==> config.mk <==
export PLATFORM = sky130hd
export DESIGN_NAME = hazard_ctrl_unit_flat
export DESIGN_NICKNAME = d
export VERILOG_FILES = /design/src/rtl/hazard_pkg.sv /design/src/rtl/hazard_ctrl_unit_if.sv /design/src/rtl/fwd_sel.sv /design/src/rtl/hazard_ctrl_unit.sv /design/src/flat_wrapper.sv
export SDC_FILE = /design/constraint.sdc
export NUM_CORES = 1
export LEC_CHECK = 0
export CORE_MARGIN = 5
export CORE_UTILIZATION = 43
export DETAILED_ROUTE_END_ITERATION = 10
export PLACE_DENSITY = 0.79
export SETUP_SLACK_MARGIN = 0.4
export SYNTH_ARGS = -nofsm -noshare
export SYNTH_HDL_FRONTEND = slang
export SYNTH_HIERARCHICAL = 1
export SYNTH_SLANG_ARGS = --single-unit
export TNS_END_PERCENT = 5
==> constraint.sdc <==
create_clock -name clk -period 2.6 [get_ports clk]
set_clock_uncertainty 0.05 [all_clocks]
set_input_delay 0.52 -clock clk [delete_from_list [all_inputs] [get_ports clk]]
set_output_delay 0.52 -clock clk [all_outputs]
set_load 0.02 [all_outputs]
==> src/rtl/hazard_pkg.sv <==
// Shared types and constants for the pipeline hazard controller.
package hazard_pkg;

  typedef enum logic [1:0] {
    IDLE,
    LDSTALL,
    FLUSH
  } state_t;

  localparam logic [1:0] FWD_NONE = 2'b00;
  localparam logic [1:0] FWD_WB   = 2'b01;
  localparam logic [1:0] FWD_MEM  = 2'b10;

  localparam logic [1:0] J_NONE = 2'b00;

endpackage

==> src/rtl/hazard_ctrl_unit_if.sv <==
// Pipeline-side bundle between the ID/EX/MEM/WB stages and the
// hazard controller.
interface hazard_ctrl_unit_if #(
  parameter int RAW = 3
);

  logic [RAW-1:0] r1_id;
  logic [RAW-1:0] r2_id;
  logic [RAW-1:0] r1_ex;
  logic [RAW-1:0] r2_ex;
  logic [RAW-1:0] rd_ex;
  logic           mem_read_ex;
  logic [RAW-1:0] rd_mem;
  logic           reg_write_mem;
  logic [RAW-1:0] rd_wb;
  logic           reg_write_wb;
  logic [1:0]     j_type;

  logic           stall_pc;
  logic           stall_id;
  logic           bubble_ex;
  logic           flush;
  logic [1:0]     fwd_a;
  logic [1:0]     fwd_b;

  modport master (
    output r1_id, r2_id, r1_ex, r2_ex,
    output rd_ex, mem_read_ex,
    output rd_mem, reg_write_mem,
    output rd_wb, reg_write_wb,
    output j_type,
    input  stall_pc, stall_id, bubble_ex,
    input  flush, fwd_a, fwd_b
  );

  modport slave (
    input  r1_id, r2_id, r1_ex, r2_ex,
    input  rd_ex, mem_read_ex,
    input  rd_mem, reg_write_mem,
    input  rd_wb, reg_write_wb,
    input  j_type,
    output stall_pc, stall_id, bubble_ex,
    output flush, fwd_a, fwd_b
  );

endinterface

==> src/rtl/fwd_sel.sv <==
// EX operand bypass select; MEM result wins over WB result.
module fwd_sel
  import hazard_pkg::*;
#(
  parameter int RAW         = 3,
  parameter int ZERO_REG_HW = 0
) (
  input  logic [RAW-1:0] src,
  input  logic [RAW-1:0] rd_mem,
  input  logic           reg_write_mem,
  input  logic [RAW-1:0] rd_wb,
  input  logic           reg_write_wb,
  output logic [1:0]     sel
);

  logic zeroMem;
  logic zeroWb;
  logic hitMem;
  logic hitWb;

  assign zeroMem = (ZERO_REG_HW != 0) && (rd_mem == '0);
  assign zeroWb  = (ZERO_REG_HW != 0) && (rd_wb == '0);

  assign hitMem = reg_write_mem && (src == rd_mem) && !zeroMem;
  assign hitWb  = reg_write_wb && (src == rd_wb) && !zeroWb;

  always_comb begin
    sel = FWD_NONE;
    priority case (1'b1)
      hitMem:  sel = FWD_MEM;
      hitWb:   sel = FWD_WB;
      default: sel = FWD_NONE;
    endcase
  end

endmodule

==> src/rtl/hazard_ctrl_unit.sv <==
// Load-use stall, jump flush and forwarding control for the 5-stage
// core, plus a saturating stall/flush cycle counter.
module hazard_ctrl_unit
  import hazard_pkg::*;
#(
  parameter int RAW          = 3,
  parameter int LOAD_LAT     = 1,
  parameter int FLUSH_STAGES = 1,
  parameter int ZERO_REG_HW  = 0,
  parameter int PERF_W       = 16
) (
  input  logic              clk,
  input  logic              rst_n,
  hazard_ctrl_unit_if.slave hz,
  input  logic              perf_clr,
  output logic              busy,
  output logic [PERF_W-1:0] perf_cnt
);

  function automatic logic regMatch(
    input logic [RAW-1:0] a,
    input logic [RAW-1:0] b
  );
    return (a == b) && !((ZERO_REG_HW != 0) && (b == '0));
  endfunction

  state_t     state;
  state_t     nState;
  logic [2:0] cnt;
  logic [2:0] nCnt;
  logic       stall;
  logic       flushC;
  logic       loadUse;
  logic       jump;
  logic [1:0] selA;
  logic [1:0] selB;

  assign loadUse = hz.mem_read_ex &&
                   (regMatch(hz.r1_id, hz.rd_ex) ||
                    regMatch(hz.r2_id, hz.rd_ex));
  assign jump    = (hz.j_type != J_NONE);

  fwd_sel #(
    .RAW         (RAW),
    .ZERO_REG_HW (ZERO_REG_HW)
  ) uFwdA (
    .src           (hz.r1_ex),
    .rd_mem        (hz.rd_mem),
    .reg_write_mem (hz.reg_write_mem),
    .rd_wb         (hz.rd_wb),
    .reg_write_wb  (hz.reg_write_wb),
    .sel           (selA)
  );

  fwd_sel #(
    .RAW         (RAW),
    .ZERO_REG_HW (ZERO_REG_HW)
  ) uFwdB (
    .src           (hz.r2_ex),
    .rd_mem        (hz.rd_mem),
    .reg_write_mem (hz.reg_write_mem),
    .rd_wb         (hz.rd_wb),
    .reg_write_wb  (hz.reg_write_wb),
    .sel           (selB)
  );

  always_ff @(posedge clk or negedge rst_n) begin
    if (!rst_n) begin
      state <= IDLE;
      cnt   <= '0;
    end else begin
      state <= nState;
      cnt   <= nCnt;
    end
  end

  // The first stall/flush cycle is issued from IDLE, so the extra
  // states only cover the remaining LAT-1 / STAGES-1 cycles.
  always_comb begin
    nState = state;
    nCnt   = cnt;
    stall  = 1'b0;
    flushC = 1'b0;
    unique case (state)
      IDLE: begin
        if (loadUse) begin
          stall = 1'b1;
          if (LOAD_LAT > 1) begin
            nState = LDSTALL;
            nCnt   = 3'(LOAD_LAT - 1);
          end
        end else if (jump) begin
          flushC = 1'b1;
          if (FLUSH_STAGES > 1) begin
            nState = FLUSH;
            nCnt   = 3'(FLUSH_STAGES - 1);
          end
        end
      end
      LDSTALL: begin
        stall = 1'b1;
        nCnt  = cnt - 3'd1;
        if (cnt == 3'd1) nState = IDLE;
      end
      FLUSH: begin
        flushC = 1'b1;
        nCnt   = cnt - 3'd1;
        if (cnt == 3'd1) nState = IDLE;
      end
      default: begin
        nState = IDLE;
        nCnt   = '0;
      end
    endcase
  end

  always_ff @(posedge clk or negedge rst_n) begin
    if (!rst_n) begin
      perf_cnt <= '0;
    end else if (perf_clr) begin
      perf_cnt <= '0;
    end else if ((stall || flushC) && !(&perf_cnt)) begin
      perf_cnt <= perf_cnt + 1'b1;
    end
  end

  assign hz.stall_pc  = rst_n && stall;
  assign hz.stall_id  = rst_n && stall;
  assign hz.bubble_ex = rst_n && stall;
  assign hz.flush     = rst_n && flushC;
  assign hz.fwd_a     = rst_n ? selA : FWD_NONE;
  assign hz.fwd_b     = rst_n ? selB : FWD_NONE;
  assign busy         = rst_n && (state != IDLE);

endmodule

==> src/flat_wrapper.sv <==
// flat-port wrapper written by rule: the top's interface ports become plain ports
module hazard_ctrl_unit_flat import hazard_pkg::*;
#(
  parameter int RAW          = 3,
  parameter int LOAD_LAT     = 1,
  parameter int FLUSH_STAGES = 1,
  parameter int ZERO_REG_HW  = 0,
  parameter int PERF_W       = 16
)
  (clk, rst_n, perf_clr, busy, perf_cnt, hz_r1_id, hz_r2_id, hz_r1_ex, hz_r2_ex, hz_rd_ex, hz_mem_read_ex, hz_rd_mem, hz_reg_write_mem, hz_rd_wb, hz_reg_write_wb, hz_j_type, hz_stall_pc, hz_stall_id, hz_bubble_ex, hz_flush, hz_fwd_a, hz_fwd_b);
  hazard_ctrl_unit_if #(.RAW(RAW)) hz_i ();
  input  logic clk;
  input  logic rst_n;
  input  logic perf_clr;
  output logic busy;
  output logic [PERF_W-1:0] perf_cnt;
  input wire logic [$bits(hz_i.r1_id)-1:0] hz_r1_id;
  input wire logic [$bits(hz_i.r2_id)-1:0] hz_r2_id;
  input wire logic [$bits(hz_i.r1_ex)-1:0] hz_r1_ex;
  input wire logic [$bits(hz_i.r2_ex)-1:0] hz_r2_ex;
  input wire logic [$bits(hz_i.rd_ex)-1:0] hz_rd_ex;
  input wire logic [$bits(hz_i.mem_read_ex)-1:0] hz_mem_read_ex;
  input wire logic [$bits(hz_i.rd_mem)-1:0] hz_rd_mem;
  input wire logic [$bits(hz_i.reg_write_mem)-1:0] hz_reg_write_mem;
  input wire logic [$bits(hz_i.rd_wb)-1:0] hz_rd_wb;
  input wire logic [$bits(hz_i.reg_write_wb)-1:0] hz_reg_write_wb;
  input wire logic [$bits(hz_i.j_type)-1:0] hz_j_type;
  output wire logic [$bits(hz_i.stall_pc)-1:0] hz_stall_pc;
  output wire logic [$bits(hz_i.stall_id)-1:0] hz_stall_id;
  output wire logic [$bits(hz_i.bubble_ex)-1:0] hz_bubble_ex;
  output wire logic [$bits(hz_i.flush)-1:0] hz_flush;
  output wire logic [$bits(hz_i.fwd_a)-1:0] hz_fwd_a;
  output wire logic [$bits(hz_i.fwd_b)-1:0] hz_fwd_b;
  assign hz_i.r1_id = hz_r1_id;
  assign hz_i.r2_id = hz_r2_id;
  assign hz_i.r1_ex = hz_r1_ex;
  assign hz_i.r2_ex = hz_r2_ex;
  assign hz_i.rd_ex = hz_rd_ex;
  assign hz_i.mem_read_ex = hz_mem_read_ex;
  assign hz_i.rd_mem = hz_rd_mem;
  assign hz_i.reg_write_mem = hz_reg_write_mem;
  assign hz_i.rd_wb = hz_rd_wb;
  assign hz_i.reg_write_wb = hz_reg_write_wb;
  assign hz_i.j_type = hz_j_type;
  assign hz_stall_pc = hz_i.stall_pc;
  assign hz_stall_id = hz_i.stall_id;
  assign hz_bubble_ex = hz_i.bubble_ex;
  assign hz_flush = hz_i.flush;
  assign hz_fwd_a = hz_i.fwd_a;
  assign hz_fwd_b = hz_i.fwd_b;
  hazard_ctrl_unit #(.RAW(RAW), .LOAD_LAT(LOAD_LAT), .FLUSH_STAGES(FLUSH_STAGES), .ZERO_REG_HW(ZERO_REG_HW), .PERF_W(PERF_W)) u_core (.clk(clk), .rst_n(rst_n), .hz(hz_i), .perf_clr(perf_clr), .busy(busy), .perf_cnt(perf_cnt));
endmodule
==> results.cfg, run 1 <==
[clocking]
postCtsHoldBufs = 0
cts.sinks = 16
cts_buffer_depth = 2
htreeDepth = 1
cts_buffers = 3
root_buffer = clkbuf_4
clkTransAtPathRegs_ps = 100
clk_latency_ps = 280
cts_tree = done

[synthesis]
async_flop_share_pct = 100
ys.flop_type = dfrtp_1
synth-edff-count = 0
syn_area_um2 = 1320
syn_nets = 172
postSynthCellCount = 142
ys_types = 37
ys_seq_area_share_pct = 30.3
ys_ff_latch = 16
syn_area_per_cell_um2 = 9.30
ys_warn_count = 6

[final_layout]
syn_to_final_growth_pct = 44.1
drive_gt1_share_pct = 24.1
final_core_util_pct = 63.3
diodes = 0
largest_reg_flops = 16
final_nets = 226
regMostFlops = u_core/perf_cnt
reg.largest.list = u_core/perf_cnt (16)
stdcell_count = 228

[floorplan]
die_x_um = 65.4
coreArea_um2 = 3000
fp.dieH_um = 65.4
dieArea_um2 = 4280
rows = 20
initial_core_util_pct = 44.0
pin_count = 54

[sta]
slew_violations = 0
rsz0062_at_grt = true
setup_viol = 0
setup_tns_ps = 0
fin_crit_ps = 2150
fin_crit_sh_pct = 82.6
finalHoldViolCount = 0
timing.fmax_mhz = 466

[run_status]
outcome = finished, final reports clean

[setup_path]
cp_max_fo = 3
worstPathArrival_ps = 1580
crit_type = primary input to primary output
worst_setup_path_start_kind = primary input
worstSetupEndpointType = primary output
required_ps = 2030

[routing]
drt_iter0_markers = 97
wl_per_cell_um = 16.0
wirelength_um = 3650
drtAntennaViolNets = 0
dr.pass1.iters = 4
avgViaCountPerCell = 5.55
drcViolationCount = 0
vias = 1265

[grt]
grt_pass1_wl_um = 6300
antenna_found_initial = 0
grt_usage_pct = 18.7
grt_max_degree = 27
grt_pass1_vias = 1364
gr-total-overflow = 0

[placement]
gp_congestion = 0.798
place_inst = 222
dp_hpwl_um = 2910
port-buffer-count = 52

[min_path]
hold_path.class = flop to flop

[power_and_ir_drop]
ir_drop_mv = 0.154
p_leak_nw = 0.844
power-per-cell-area_nw_per_um2 = 307

[run]
cap_violations = 0
stage by stage:
| step | cell area [µm²] | hold WS, ps | setup slack (ps) | power [mW] |
|---|---|---|---|---|
| 3_3_place_gp | 1840 | 515 | -130 | 0.422 |
| 5_1_grt | 1900 | 580 | 386 | 0.626 |
| 6_report | 1900 | 543 | 453 | 0.584 |
| 3_5_place_dp | 1840 | 533 | -221 | 0.429 |
| 4_1_cts | 1860 | 551 | 369 | 0.590 |
| 2_1_floorplan | 1320 | 174 | 595 | 0.343 |
layout by cell type, fill, tap and decap left out, types with 2 or more instances in the layout:
cell and instances:
a21oi_1 6, and2_1 4, and3_1 2, and4_4 2, buf_2 3, buf_4 9, buf_6 3, clkbuf_4 3
clkdlybuf4s50_1 23, dfrtp_1 16, dlygate4sd2_1 17, dlymetal6s2s_1 4, mux2_2 6, mux2_4 3, nand2_1 3, nand2b_1 2
nand3_1 7, nand4_1 7, nor2_1 13, nor2_2 2, nor2b_1 8, nor3_2 3, nor3b_1 2, nor4_2 2
o31ai_1 4, or4_1 5, xnor2_1 16, xnor2_2 2
synthesized netlist by cell type (3+ instances only):
| master | number | share of area, % |
|---|---|---|
| nor3_2 | 3 | 2.3 |
| dfrtp_1 | 16 | 30 |
| nor2b_1 | 8 | 3.8 |
| nor4_1 | 3 | 1.4 |
| nor3b_1 | 3 | 1.7 |
| o31ai_1 | 4 | 2.3 |
| mux2_2 | 6 | 5.1 |
| or4_1 | 5 | 2.8 |
| nand4_1 | 7 | 3.3 |
| nand3_1 | 7 | 2.7 |
| nand2_1 | 4 | 1.1 |
| xnor2_1 | 18 | 12 |
| nor2_1 | 13 | 3.7 |
| mux2_4 | 3 | 3.4 |
| buf_4 | 6 | 3.4 |
| and2_1 | 5 | 2.4 |
| a21oi_1 | 6 | 2.3 |
cell families (layout without fill, tap and decap cells):
logic type | Yosys count | in the layout | synth area share, %
AO/OA/AOI/OAI | 12 | 12 | 5.59
XOR/XNOR | 18 | 18 | 11.9
adder cells (fa/ha/maj) | 1 | 1 | 0.948
buffers and inverters | 11 | 64 | 6.26
flip-flops | 16 | 16 | 30.3
multiplexers | 10 | 10 | 9.29
other | 1 | 1 | 0.284
AND/OR/NAND/NOR | 73 | 73 | 35.4
per-layer routing:
layer  share of wire, %  vias up  wire (µm)  track usage (%)
met5                  0        -          0                0
met4                1.0        0         38             6.74
met3                6.0        4        220             4.27
met2                 54       44       1970             34.9
met1                 39      607       1420             20.4
li1                   -      610          -                -
cell type report:
type                    instances  area [µm²]
flip-flops and latches         16         400
multi-input cells             115         875
fillers                       282        1100
repair buffers                 59         546
well taps                      33        41.3
clock buffers                   4        36.3
inverters                       1        3.75
path summary, 6_finish.rpt:
check	start	end	slack (ps)	cells after the start
min	u_core/perf_cnt[1]$_DFFE_PN0P_	u_core/perf_cnt[1]$_DFFE_PN0P_	540	2
max reg2reg	u_core/perf_cnt[0]$_DFFE_PN0P_	u_core/perf_cnt[10]$_DFFE_PN0P_	600	6
max	hz_mem_read_ex	hz_stall_pc	450	5
max in group asynchronous	rst_n	u_core/perf_cnt[15]$_DFFE_PN0P_	1690	3
min reg2reg	u_core/perf_cnt[1]$_DFFE_PN0P_	u_core/perf_cnt[1]$_DFFE_PN0P_	540	2
min in group asynchronous	rst_n	u_core/perf_cnt[4]$_DFFE_PN0P_	640	2
critical path, stage by stage:
cell and delay [ps]:
clkdlybuf4s50_1 490, nand4_1 150, nand2_2 130, and2_4 180, buf_6 120
where the power goes:
part | leakage [nW] | total (mW) | internal (mW) | switching [mW]
clock | 0.0210 | 0.166 | 0.0852 | 0.0806
sequential | 0.222 | 0.258 | 0.253 | 0.00514
combinational | 0.601 | 0.160 | 0.0841 | 0.0763
total | 0.844 | 0.584 | 0.422 | 0.162
what timing repair did:
action                                  in CTS  in global routing
endpoints found under the setup margin       8                 14
setup buffers                                2                  0
gates resized for setup                     59                 10
pin swaps                                    4                  6
No activity file was read; power rests on OpenSTA's default activity.
==> run 2: changes to the inputs <==
--- a/config.mk
+++ b/config.mk
@@ -6,9 +6,9 @@
 export NUM_CORES = 1
 export LEC_CHECK = 0
 export CORE_MARGIN = 5
-export CORE_UTILIZATION = 43
+export CORE_UTILIZATION = 39
 export DETAILED_ROUTE_END_ITERATION = 10
-export PLACE_DENSITY = 0.79
+export PLACE_DENSITY = 0.76
 export SETUP_SLACK_MARGIN = 0.4
 export SYNTH_ARGS = -nofsm -noshare
 export SYNTH_HDL_FRONTEND = slang
==> constraint.sdc (replaced) <==
create_clock -name clk -period 1.8 [get_ports clk]
set_clock_uncertainty 0.05 [all_clocks]
set_input_delay 0.36 -clock clk [delete_from_list [all_inputs] [get_ports clk]]
set_output_delay 0.36 -clock clk [all_outputs]
set_load 0.02 [all_outputs]
==> run 2 against run 1 <==
  * The run now ends with negative setup slack left
  * Final cell count rose by 18%
  * Hold slack got worse by 250 ps
  * Cell area increased by 27%
  * Setup slack got worse by 580 ps
  * Sequential cell count unchanged
  * Clock-buffer cell count is the same
  * Non-clock buffer count up 26
  * Via count rose by 13%
  * Total power rose by 64%
==> results.cfg, run 2 (synthesis results as in run 1) <==
[clocking]
cts_buffers = 3
cts_tree = done
cts_buffer_depth = 2
clkTransAtPathRegs_ps = 100
root_buffer = clkbuf_4
cts.sinks = 16
postCtsHoldBufs = 0
clk_latency_ps = 290
htreeDepth = 1

[sta]
fin_crit_sh_pct = 107
fin_crit_ps = 1930
worst_slack_ps = -127
setup_viol = 15
rsz0062_at_grt = true
finalHoldViolCount = 0
slew_violations = 0
timing.fmax_mhz = 519

[setup_path]
cp_cell_sequence = ha_4, nand3_2, or3_4, nor2_8, buf_6, nor4_4, mux2_4
cp_slowest_cell = or3_4
crit_type = flop to flop
cp_max_fo = 4
required_ps = 1940
worstSetupEndpointType = flop
worst_setup_path_start_kind = flop
max_stage_delay_ps = 440
worstPathArrival_ps = 2070

[final_layout]
fillers = 245
drive_gt1_share_pct = 60.5
stdcell_count = 269
diodes = 0
largest_reg_flops = 16
finish.instance_area_um2 = 2410
mostFrequentLayoutCells = 34 x buf_6, 21 x buf_4, 12 x nor2_1
syn_to_final_growth_pct = 82.8
regMostFlops = u_core/perf_cnt
final_nets = 254
reg.largest.list = u_core/perf_cnt (16)
final_common_cell = buf_6

[placement]
place_inst = 248
dp_hpwl_um = 2890
port-buffer-count = 52
gp_congestion = 0.857
dpl_cell_area_um2 = 1990

[power_and_ir_drop]
ir_drop_mv = 0.215
p_leak_nw = 1.08
power-per-cell-area_nw_per_um2 = 397

[run_status]
outcome = complete, but fails checks
violations = negative setup slack

[floorplan]
coreArea_um2 = 3310
rows = 21
dieArea_um2 = 4650
initial_core_util_pct = 39.9
fp.dieH_um = 68.2
pin_count = 54
die_x_um = 68.2

[grt]
grt_max_degree = 27
grt_pass1_wl_um = 7130
gr-total-overflow = 0
grt_pass1_vias = 1507
antenna_found_initial = 0
grt_usage_pct = 20.9

[routing]
drtAntennaViolNets = 0
avgViaCountPerCell = 5.29
drcViolationCount = 0
drt_iter0_markers = 84
wl_per_cell_um = 17.9
vias = 1424
wirelength_um = 4810
dr.pass1.iters = 4

[run]
cap_violations = 0

[min_path]
hold_path.class = primary input to async pin
-- run 2: worst max-delay path: cells and delay by family, from the launching register on --
family	cells	cell delay [ps]
adder cells (fa/ha/maj)	1	160
buffers and inverters	1	160
flip-flops	1	420
multiplexers	1	300
AND/OR/NAND/NOR	4	740
-- run 2: power breakdown --
part,internal (mW),total [mW],switching (mW)
Sequential,0.367,0.375,0.00835
Clock,0.123,0.253,0.130
Combinational,0.185,0.330,0.145
-- run 2: final cells by class --
class	instances	area, µm²	share of cell area (%)
multi-input combinational	117	1080	44.8
timing repair buffer	85	828	34.3
sequential	16	407	16.8
tap	46	57.6	2.38
clock buffer	4	36.3	1.50
inverter	1	3.75	0.156
-- run 2: layer usage --
layer  global-route usage, %  wire length (µm)  part of all wire, %
met5                       0                 0                    0
met4                    6.95                84                  1.7
met3                    3.45               222                  4.6
met2                    40.7              2700                   56
met1                    22.4              1810                   38
-- run 2: path summary, 6_finish.rpt --
path	slack, ps	start	end	cells after the start
setup / recovery	-130	u_core/perf_cnt[1]$_DFFE_PN0P_	u_core/perf_cnt[15]$_DFFE_PN0P_	7
setup reg to reg	-130	u_core/perf_cnt[1]$_DFFE_PN0P_	u_core/perf_cnt[15]$_DFFE_PN0P_	7
min in group clk	520	u_core/perf_cnt[14]$_DFFE_PN0P_	u_core/perf_cnt[14]$_DFFE_PN0P_	2
max in group asynchronous	1210	rst_n	u_core/perf_cnt[6]$_DFFE_PN0P_	2
hold reg to reg	520	u_core/perf_cnt[14]$_DFFE_PN0P_	u_core/perf_cnt[14]$_DFFE_PN0P_	2
hold / removal	290	rst_n	u_core/perf_cnt[13]$_DFFE_PN0P_	2
-- run 2: what timing repair did --
| item | in CTS | in global routing |
|---|---|---|
| endpoints found under the hold margin | 0 | 0 |
| pin swaps | 39 | 26 |
| gates resized for setup | 224 | 45 |
| gates cloned | 3 | 0 |
| setup buffers | 12 | 2 |
| setup endpoints to repair | 40 | 37 |
-- run 2: through the flow --
step / util [%] / total power [mW] / setup TNS (ps) / hold slack (ps) / worst slack (ps)
2_1_floorplan: - / 0.501 / -165 / 14.4 / -34.9
3_3_place_gp: 60.2 / 0.626 / -12190 / 501 / -601
3_5_place_dp: 60.2 / 0.636 / -13460 / 515 / -658
4_1_cts: 70.0 / 0.923 / -410 / 276 / -59.1
5_1_grt: 72.9 / 0.994 / -1770 / 329 / -147
6_report: 72.9 / 0.958 / -1370 / 288 / -127
